## config.mk

```make
export PLATFORM = sky130hd
export DESIGN_NAME = coin_accumulator
export DESIGN_NICKNAME = d
export VERILOG_FILES = /design/src/rtl/coin_accumulator.sv
export SDC_FILE = /design/constraint.sdc
export NUM_CORES = 1
export LEC_CHECK = 0
export BUFFER_PORTS_ARGS = -buffer_cell sky130_fd_sc_hd__buf_2
export CAP_MARGIN = 40
export CORE_MARGIN = 1.5
export CORE_UTILIZATION = 30
export DETAILED_ROUTE_END_ITERATION = 12
export PLACE_DENSITY = 0.59
export RECOVER_POWER = 100
export SYNTH_ARGS = -nofsm -noshare
export SYNTH_HDL_FRONTEND = slang
export SYNTH_SLANG_ARGS = --single-unit
```

## constraint.sdc

```tcl
create_clock -name clk -period 2.4 [get_ports clk]
set_input_delay 0.12 -clock clk [delete_from_list [all_inputs] [get_ports clk]]
set_output_delay 0.12 -clock clk [all_outputs]
set_load 0.05 [all_outputs]
```

## src/rtl/coin_accumulator.sv

```systemverilog
// Coin front-end for the vending FSM: accumulates credit, runs select/vend-ack, returns change or refunds.
// Optional idle auto-refund is built when COIN_TIMEOUT_EN is defined.
module coin_accumulator #(
    parameter int unsigned MAX_CREDIT     = 30,
    parameter int unsigned PRICE_1        = 5,
    parameter int unsigned PRICE_2        = 10,
    parameter int unsigned PRICE_3        = 15,
    parameter int unsigned TIMEOUT_CYCLES = 1000
) (
    input  logic       clk,
    input  logic       reset,
    input  logic       coin_valid,
    input  logic [1:0] coin_type,
    input  logic       sel_valid,
    input  logic [1:0] sel_prod,
    input  logic       cancel,
    input  logic       vend_ack,
    output logic [5:0] amount,
    output logic [1:0] product,
    output logic       coin_reject,
    output logic       change_valid,
    output logic [5:0] change_amt,
    output logic       insufficient,
    output logic       busy,
    output logic [2:0] state_dbg
);

    typedef enum logic [2:0] {
        S_IDLE     = 3'd0,
        S_COLLECT  = 3'd1,
        S_SELECT   = 3'd2,
        S_WAIT_ACK = 3'd3,
        S_REFUND   = 3'd4
    } state_t;

    state_t     state_q, state_d;
    logic [5:0] credit_q, credit_d;
    logic [1:0] prod_q, prod_d;
    logic       coin_reject_q, coin_reject_d;
    logic       change_valid_q, change_valid_d;
    logic [5:0] change_amt_q, change_amt_d;
    logic       insufficient_q, insufficient_d;

    logic [5:0] coin_val;
    logic [5:0] coin_sum;
    logic [5:0] price;
    logic       sel_ok;
    logic       timeout_hit;
    logic       refund_req;
    logic       coin_acc;

`ifdef COIN_TIMEOUT_EN
    logic [15:0] cnt_q, cnt_d;
    assign timeout_hit = (state_q == S_COLLECT) && (cnt_q == 16'(TIMEOUT_CYCLES - 1));
`else
    logic unused_cfg;
    assign timeout_hit = 1'b0;
    assign unused_cfg  = ^{32'(TIMEOUT_CYCLES), coin_acc};
`endif

    always_comb begin
        coin_val = 6'd1;
        case (coin_type)
            2'b00: coin_val = 6'd1;
            2'b01: coin_val = 6'd2;
            2'b10: coin_val = 6'd5;
            2'b11: coin_val = 6'd10;
            default: coin_val = 6'd1;
        endcase
        price = 6'(PRICE_1);
        case (prod_q)
            2'b10:   price = 6'(PRICE_2);
            2'b11:   price = 6'(PRICE_3);
            default: price = 6'(PRICE_1);
        endcase
    end

    assign coin_sum   = credit_q + coin_val;
    assign sel_ok     = sel_valid && (sel_prod != 2'b00) && (credit_q != 6'd0);
    // A timeout coinciding with cancel funnels into the same single refund.
    assign refund_req = (state_q == S_COLLECT) && (cancel || timeout_hit);

    always_comb begin
        state_d        = state_q;
        credit_d       = credit_q;
        prod_d         = prod_q;
        coin_reject_d  = 1'b0;
        change_valid_d = 1'b0;
        change_amt_d   = change_amt_q;
        insufficient_d = 1'b0;
        coin_acc       = 1'b0;
        case (state_q)
            S_IDLE, S_COLLECT: begin
                if (refund_req) begin
                    state_d        = S_REFUND;
                    change_amt_d   = credit_q;
                    change_valid_d = 1'b1;
                    credit_d       = 6'd0;
                    coin_reject_d  = coin_valid;
                end else if (sel_ok) begin
                    state_d       = S_SELECT;
                    prod_d        = sel_prod;
                    coin_reject_d = coin_valid;
                end else if (coin_valid) begin
                    if (!cancel && (coin_sum <= 6'(MAX_CREDIT))) begin
                        credit_d = coin_sum;
                        state_d  = S_COLLECT;
                        coin_acc = 1'b1;
                    end else begin
                        coin_reject_d = 1'b1;
                    end
                end
            end
            S_SELECT: begin
                state_d       = S_WAIT_ACK;
                coin_reject_d = coin_valid;
            end
            S_WAIT_ACK: begin
                coin_reject_d = coin_valid;
                if (vend_ack) begin
                    // Change comes from our own 6-bit credit, not the vend FSM balance.
                    change_amt_d   = credit_q - price;
                    change_valid_d = 1'b1;
                    credit_d       = 6'd0;
                    state_d        = S_IDLE;
                end else begin
                    insufficient_d = 1'b1;
                    state_d        = S_COLLECT;
                end
            end
            S_REFUND: begin
                coin_reject_d = coin_valid;
                state_d       = S_IDLE;
            end
            default: state_d = S_IDLE;
        endcase
    end

`ifdef COIN_TIMEOUT_EN
    always_comb begin
        cnt_d = 16'd0;
        if ((state_q == S_COLLECT) && !coin_acc && !sel_ok && !refund_req)
            cnt_d = cnt_q + 16'd1;
    end

    always_ff @(posedge clk or negedge reset) begin
        if (!reset) cnt_q <= 16'd0;
        else        cnt_q <= cnt_d;
    end
`endif

    always_ff @(posedge clk or negedge reset) begin
        if (!reset) begin
            state_q        <= S_IDLE;
            credit_q       <= 6'd0;
            prod_q         <= 2'b00;
            coin_reject_q  <= 1'b0;
            change_valid_q <= 1'b0;
            change_amt_q   <= 6'd0;
            insufficient_q <= 1'b0;
        end else begin
            state_q        <= state_d;
            credit_q       <= credit_d;
            prod_q         <= prod_d;
            coin_reject_q  <= coin_reject_d;
            change_valid_q <= change_valid_d;
            change_amt_q   <= change_amt_d;
            insufficient_q <= insufficient_d;
        end
    end

    assign amount       = credit_q;
    assign product      = (state_q == S_SELECT) ? prod_q : 2'b00;
    assign coin_reject  = coin_reject_q;
    assign change_valid = change_valid_q;
    assign change_amt   = change_amt_q;
    assign insufficient = insufficient_q;
    assign busy         = (state_q == S_SELECT) || (state_q == S_WAIT_ACK) || (state_q == S_REFUND);
    assign state_dbg    = state_q;

endmodule

```

Word-level counts from Yosys, hierarchy flattened
Index checks and enable logic that the tools add are counted.

word-level totals
  register bits after elaboration = 20
  bits of input ports = 10
  output and inout bits = 21

operators by class
  $add $sub $neg = 2
  $lt $le $gt $ge = 1
  equal/unequal tests = 16
  mux-type cells = 28
  bitwise operators = 1
  reductions and logical operators = 18

operator list
  cell                count
  $mux 6              7
  $pmux 6 s2          2
  $pmux 6 s4          1
  $mux 3              4
  $mux 1              9
  $ne 3x3->1 const B  3
  $pmux 3 s3          1
  $eq 2x2->1 const B  4
  $ne 4x4->1 const B  2
  $pmux 4 s2          1
  $add 6x6->6         1
  $eq 3x2->1 const B  2
  $le 6x5->1 const B  1
  $reduce_and 3->1    2
  $reduce_bool 6->1   1
  $sub 6x6->6         1
  $reduce_and 5->1    1
  $logic_and 1x1->1   4
  $ne 2x2->1 const B  2
  $pmux 1 s2          2
  $reduce_bool 2->1   2
  $eq 3x1->1 const B  1
  $eq 3x3->1 const B  1
  $logic_not 3->1     1
  other kinds (9)     10

Depth between registers and ports, before layout
  depth in word-level cells = 10
  mapped depth = 9
  mapped depth without buffers = 9

Least setup slack after synthesis
No wires, ideal clock.

  kind = flip-flop to flip-flop
  start = reg credit_q[0] (netlist: amount[0])
  end = reg coin_reject_q (netlist: coin_reject)
  arrival time = 2.392 ns
  data required time = 2.334 ns
  path slack = -0.057 ns
  cell stages (with the launch flop) = 9
  buffers on the path = 0
  period minus slack after synthesis = 2.457 ns
  cells stage by stage = dfrtp_1 -> ha_1 -> inv_1 -> fa_1 -> xor2_1 -> nor4b_1 -> mux2i_1 -> o2111ai_2 -> and3_2

on the way
  word-level cells in the longest chain between the ends = 8
  elaborated cells on any way between the ends = 10

ends and longest elaborated chain
  element                 RTL line  RTL
  from (decl)             37        logic [5:0] credit_q, credit_d;
  from (signal assigned)  163       credit_q <= credit_d;
  $add 6x6->6             78        assign coin_sum = credit_q + coin_val;
  $le 6x5->1              105       if (!cancel && (coin_sum <= 6'(MAX_CREDIT))) begin
  $logic_and 1x1->1       105
  $mux 1                  105
  $mux 1                  104       end else if (coin_valid) begin
  $mux 1 *                100       end else if (sel_ok) begin
  $mux 1 *                94        if (refund_req) begin
  $pmux 1 s2 *            92        case (state_q)
  via coin_reject_d       39        logic coin_reject_q, coin_reject_d;
  to (signal assigned)    165       coin_reject_q <= coin_reject_d;
  to (decl)               39

Mark *: on every way through the listed nets, which the timed path passes. The rest lies on a longest branch.
A chain may end at the register's enable or synchronous reset.

Final worst setup path
  start = reg credit_q[0] (netlist: amount[0])
  end = reg credit_q[4] (netlist: amount[4])

on the way
  word-level cells in the longest chain between the ends = 6
  elaborated cells on any way between the ends = 13

ends and longest elaborated chain
  element
  branches (longest 6 deep; another with $add 6x6->6)

Several ways; the timed one is not identified. The select of a mux whose other input is x is not followed.

==> summary.txt <==
Logic synthesis
  – Post-synthesis cell type with the largest combined area: dfrtp_1
  – Count leader, synth: dfrtp_1
  – Dominant cells by area after synthesis: dfrtp_1 38%, ha_1 7.7%, nand2_1 3.7%, mux2_2 3.4%, o32ai_1 3.3%
  – Yosys warns: 0
  – Post-Synth XOR/XNOR Area: 4.59%
  – Syn_nets: 156
  – Post-synthesis register bit count: 20
  – Synthesized area: 1310 um^2
  – Primary FF master, synth: dfrtp_1
  – Post-synthesis compound-gate area fraction: 19.5%
  – Most common library cells after synthesis: 20 x dfrtp_1, 13 x nand2_1, 10 x inv_1
  – Mean Syn Cell Area: 9.61 um^2
  – Synth Area in Adders: 10.7%
  – Share of synthesized area spent on multiplexers: 4.98%
  – Post-synth cell types: 40
  – Top-area cell type share of the netlist area: 38.3%
  – EDFF count, synth: 0
  – Syn Inst Count: 136
  – Sequential area share after synthesis: 38.3%
  – Fraction of registers with async set/reset: 100%
  – Simple-gate portion of the synthesized area: 17.2%
  – Largest family of logic cells by synthesized area: compound AO/OA/AOI/OAI gates

Worst setup path
  – Delay-heaviest family, CP: adder cells
  – CP Capture Type: flop
  – Total stage count of the critical path: 8
  – Crit path required time: 2.56 ns
  – Worst-path fanout max: 5
  – Worst path cell trace: ha_1, inv_1, fa_2, nor4b_2, mux2i_1, buf_4, o2111a_2, o32ai_1
  – Setup crit start: amount[0]
  – Crit start category: flop
  – Critical-path top delay cell: fa_2
  – Worst r2r dst: amount[4]
  – CP arrival: 2.49 ns
  – Worst Path Buf+Inv: 2
  – Crit path to: amount[4]
  – Critical path class: flop to flop
  – Worst r2r src: amount[0]
  – Reg2Reg Setup Slack: 0.07 ns
  – Max incr delay on CP: 0.46 ns
  – FF-to-FF path depth: 8

Flow run
  – Max-Cap Viols: 0

Min path
  – Startpoint of the worst hold path: vend_ack
  – Hold WC Path Type: input pin to flop

Timing
  – Slew HR: 27.0%
  – Tcrit/Tclk final: 97.1%
  – Fmax achieved: 429 MHz
  – Min Tclk post-route: 2.33 ns
  – Hold Vio Cnt, Final: 0
  – Clock skew: 0.00506 ns
  – Final setup vio count: 0
  – Final worst slack: 0.0692 ns
  – Least-Margin Pin Slew: 1.10 ns
  – Max-slew violation count: 0

CTS
  – H-Tree Depth: 1
  – Num CTS Buffers: 3
  – Clk_lat worst skew: 0.26 ns
  – Max Buffers Root-to-Sink: 2
  – Clock transition at path regs: 0.08 ns
  – Clk root buf: clkbuf_8
  – CTS sink count: 20
  – TritonCTS clock tree: yes

Pwr
  – IR drop worst, VDD: 0.000632 V
  – Tot Pwr: 2360 uW
  – Pleak: 0.000739 uW
  – PD cells: 1450 nW/um^2

Route
  – DRC viols: 0
  – Post-route ant nets: 0
  – Iteration-0 DRC Markers: 38
  – Pre-Repair DR Iteration Count: 4
  – Via/cell ratio: 5.25
  – Avg WL per Cell: 14.4 um
  – Vias: 1186
  – Wirelength, routed: 3260 um

GRT
  – First-pass GRT wire length: 5360 um
  – Gr usage total: 13.5%
  – Initial antenna violation count: 0
  – Largest net degree at the start of global routing: 21
  – Global route overflow: 0
  – Number of global-route vias before repair: 1120

Finish
  – Post-layout nets: 197
  – Filler cells: 427
  – Number of inserted diodes: 0
  – Share of post-route cells with drive strength above 1: 18.2%
  – Flip-flop and latch area: 502 um^2
  – Area grow syn2layout: 24.7%
  – Area of the multi-input gates: 772 um^2

Floorplanning
  – Row count: 23
  – Die height: 69.0 um
  – Area of the core: 4090 um^2
  – Die ar.: 4760 um^2
  – Initial core utilization: 32.0%
  – Top Ports: 31
  – Die X: 69.0 um

Placement
  – Gpl congestion: 0.795
  – DP HPWL: 2500 um
  – Place WS: 0.0772 ns
  – Port bufs: 30

Outcome
  – Status: finished clean
==> cell type report <==
class                           count  share of cell area, %
Multi-Input combinational cell    102                   47.4
Sequential cell                    20                   30.8
Timing Repair Buffer               39                   11.1
Tap cell                           50                   3.84
Clock buffer                        3                   2.53
Inverter                           11                   2.53
Clock inverter                      1                   1.84
==> worst min path at each step <==
stage / endpoint / slack, ns / cells after the start
3_5_place_dp: insufficient / 0.11 / 1
3_3_place_gp: insufficient / 0.1 / 1
5_1_grt: insufficient / 0.06 / 2
4_1_cts: insufficient / 0.05 / 2
2_1_floorplan: amount[0] / -0.18 / 0
6_report: insufficient / 0.07 / 2
==> metal layers <==
metal,vias to the layer above,track usage [%],share of wire [%]
li1,573,-,-
met1,582,18.2,46
met2,26,22.1,50
met3,5,1.46,2.5
met4,0,5.01,1.3
met5,-,0,0
==> cell families after synthesis <==
kind of cell / count (synthesis)
compound gates: 36
xor+xnor: 6
fa+ha+maj: 10
buf+inv: 14
flops: 20
mux: 6
simple gates: 44
==> report_power, final <==
part | switching, uW | leakage (uW) | internal (uW)
Sequential | 97.0 | 0.000260 | 462
Clock | 119 | 0.0000357 | 223
Combinational | 999 | 0.000443 | 464
==> stage by stage <==
stage                     utilization [%]  hold WS (ns)  area (um^2)  std cells  TNS [ns]
after floorplan                         -        -0.176         1310        136         0
after global placement               37.5        0.0976         1530        217         0
after detailed placement             37.5         0.106         1530        217         0
after CTS                            39.5        0.0528         1610        222         0
after global routing                 39.9        0.0573         1630        226   -0.0406
final                                39.9        0.0692         1630        226         0
==> cells in the final DEF (no fill, tap or decap), types with 5 or more instances in the layout <==
| master | instances |
|---|---|
| dfrtp_1 | 19 |
| o21ai_0 | 8 |
| a21oi_1 | 6 |
| nand2_1 | 14 |
| clkbuf_1 | 25 |
| inv_1 | 10 |
| buf_4 | 5 |
| ha_1 | 8 |
| nor2_1 | 9 |
| buf_2 | 8 |
==> state kept, by name, indices dropped and copies added, names as in the netlist <==
register      cells
amount            6
coin_reject       1
state_dbg         3
change_amt        6
insufficient      1
prod_q            2
change_valid      1
==> repair_timing <==
action	in CTS	in global routing
hold endpoints to repair	20	0
endpoints found under the setup margin	0	7
setup buffers	0	3
gates resized for setup	0	6
hold buffers	1	0
Note: power is estimated with default switching activity, not from simulation.
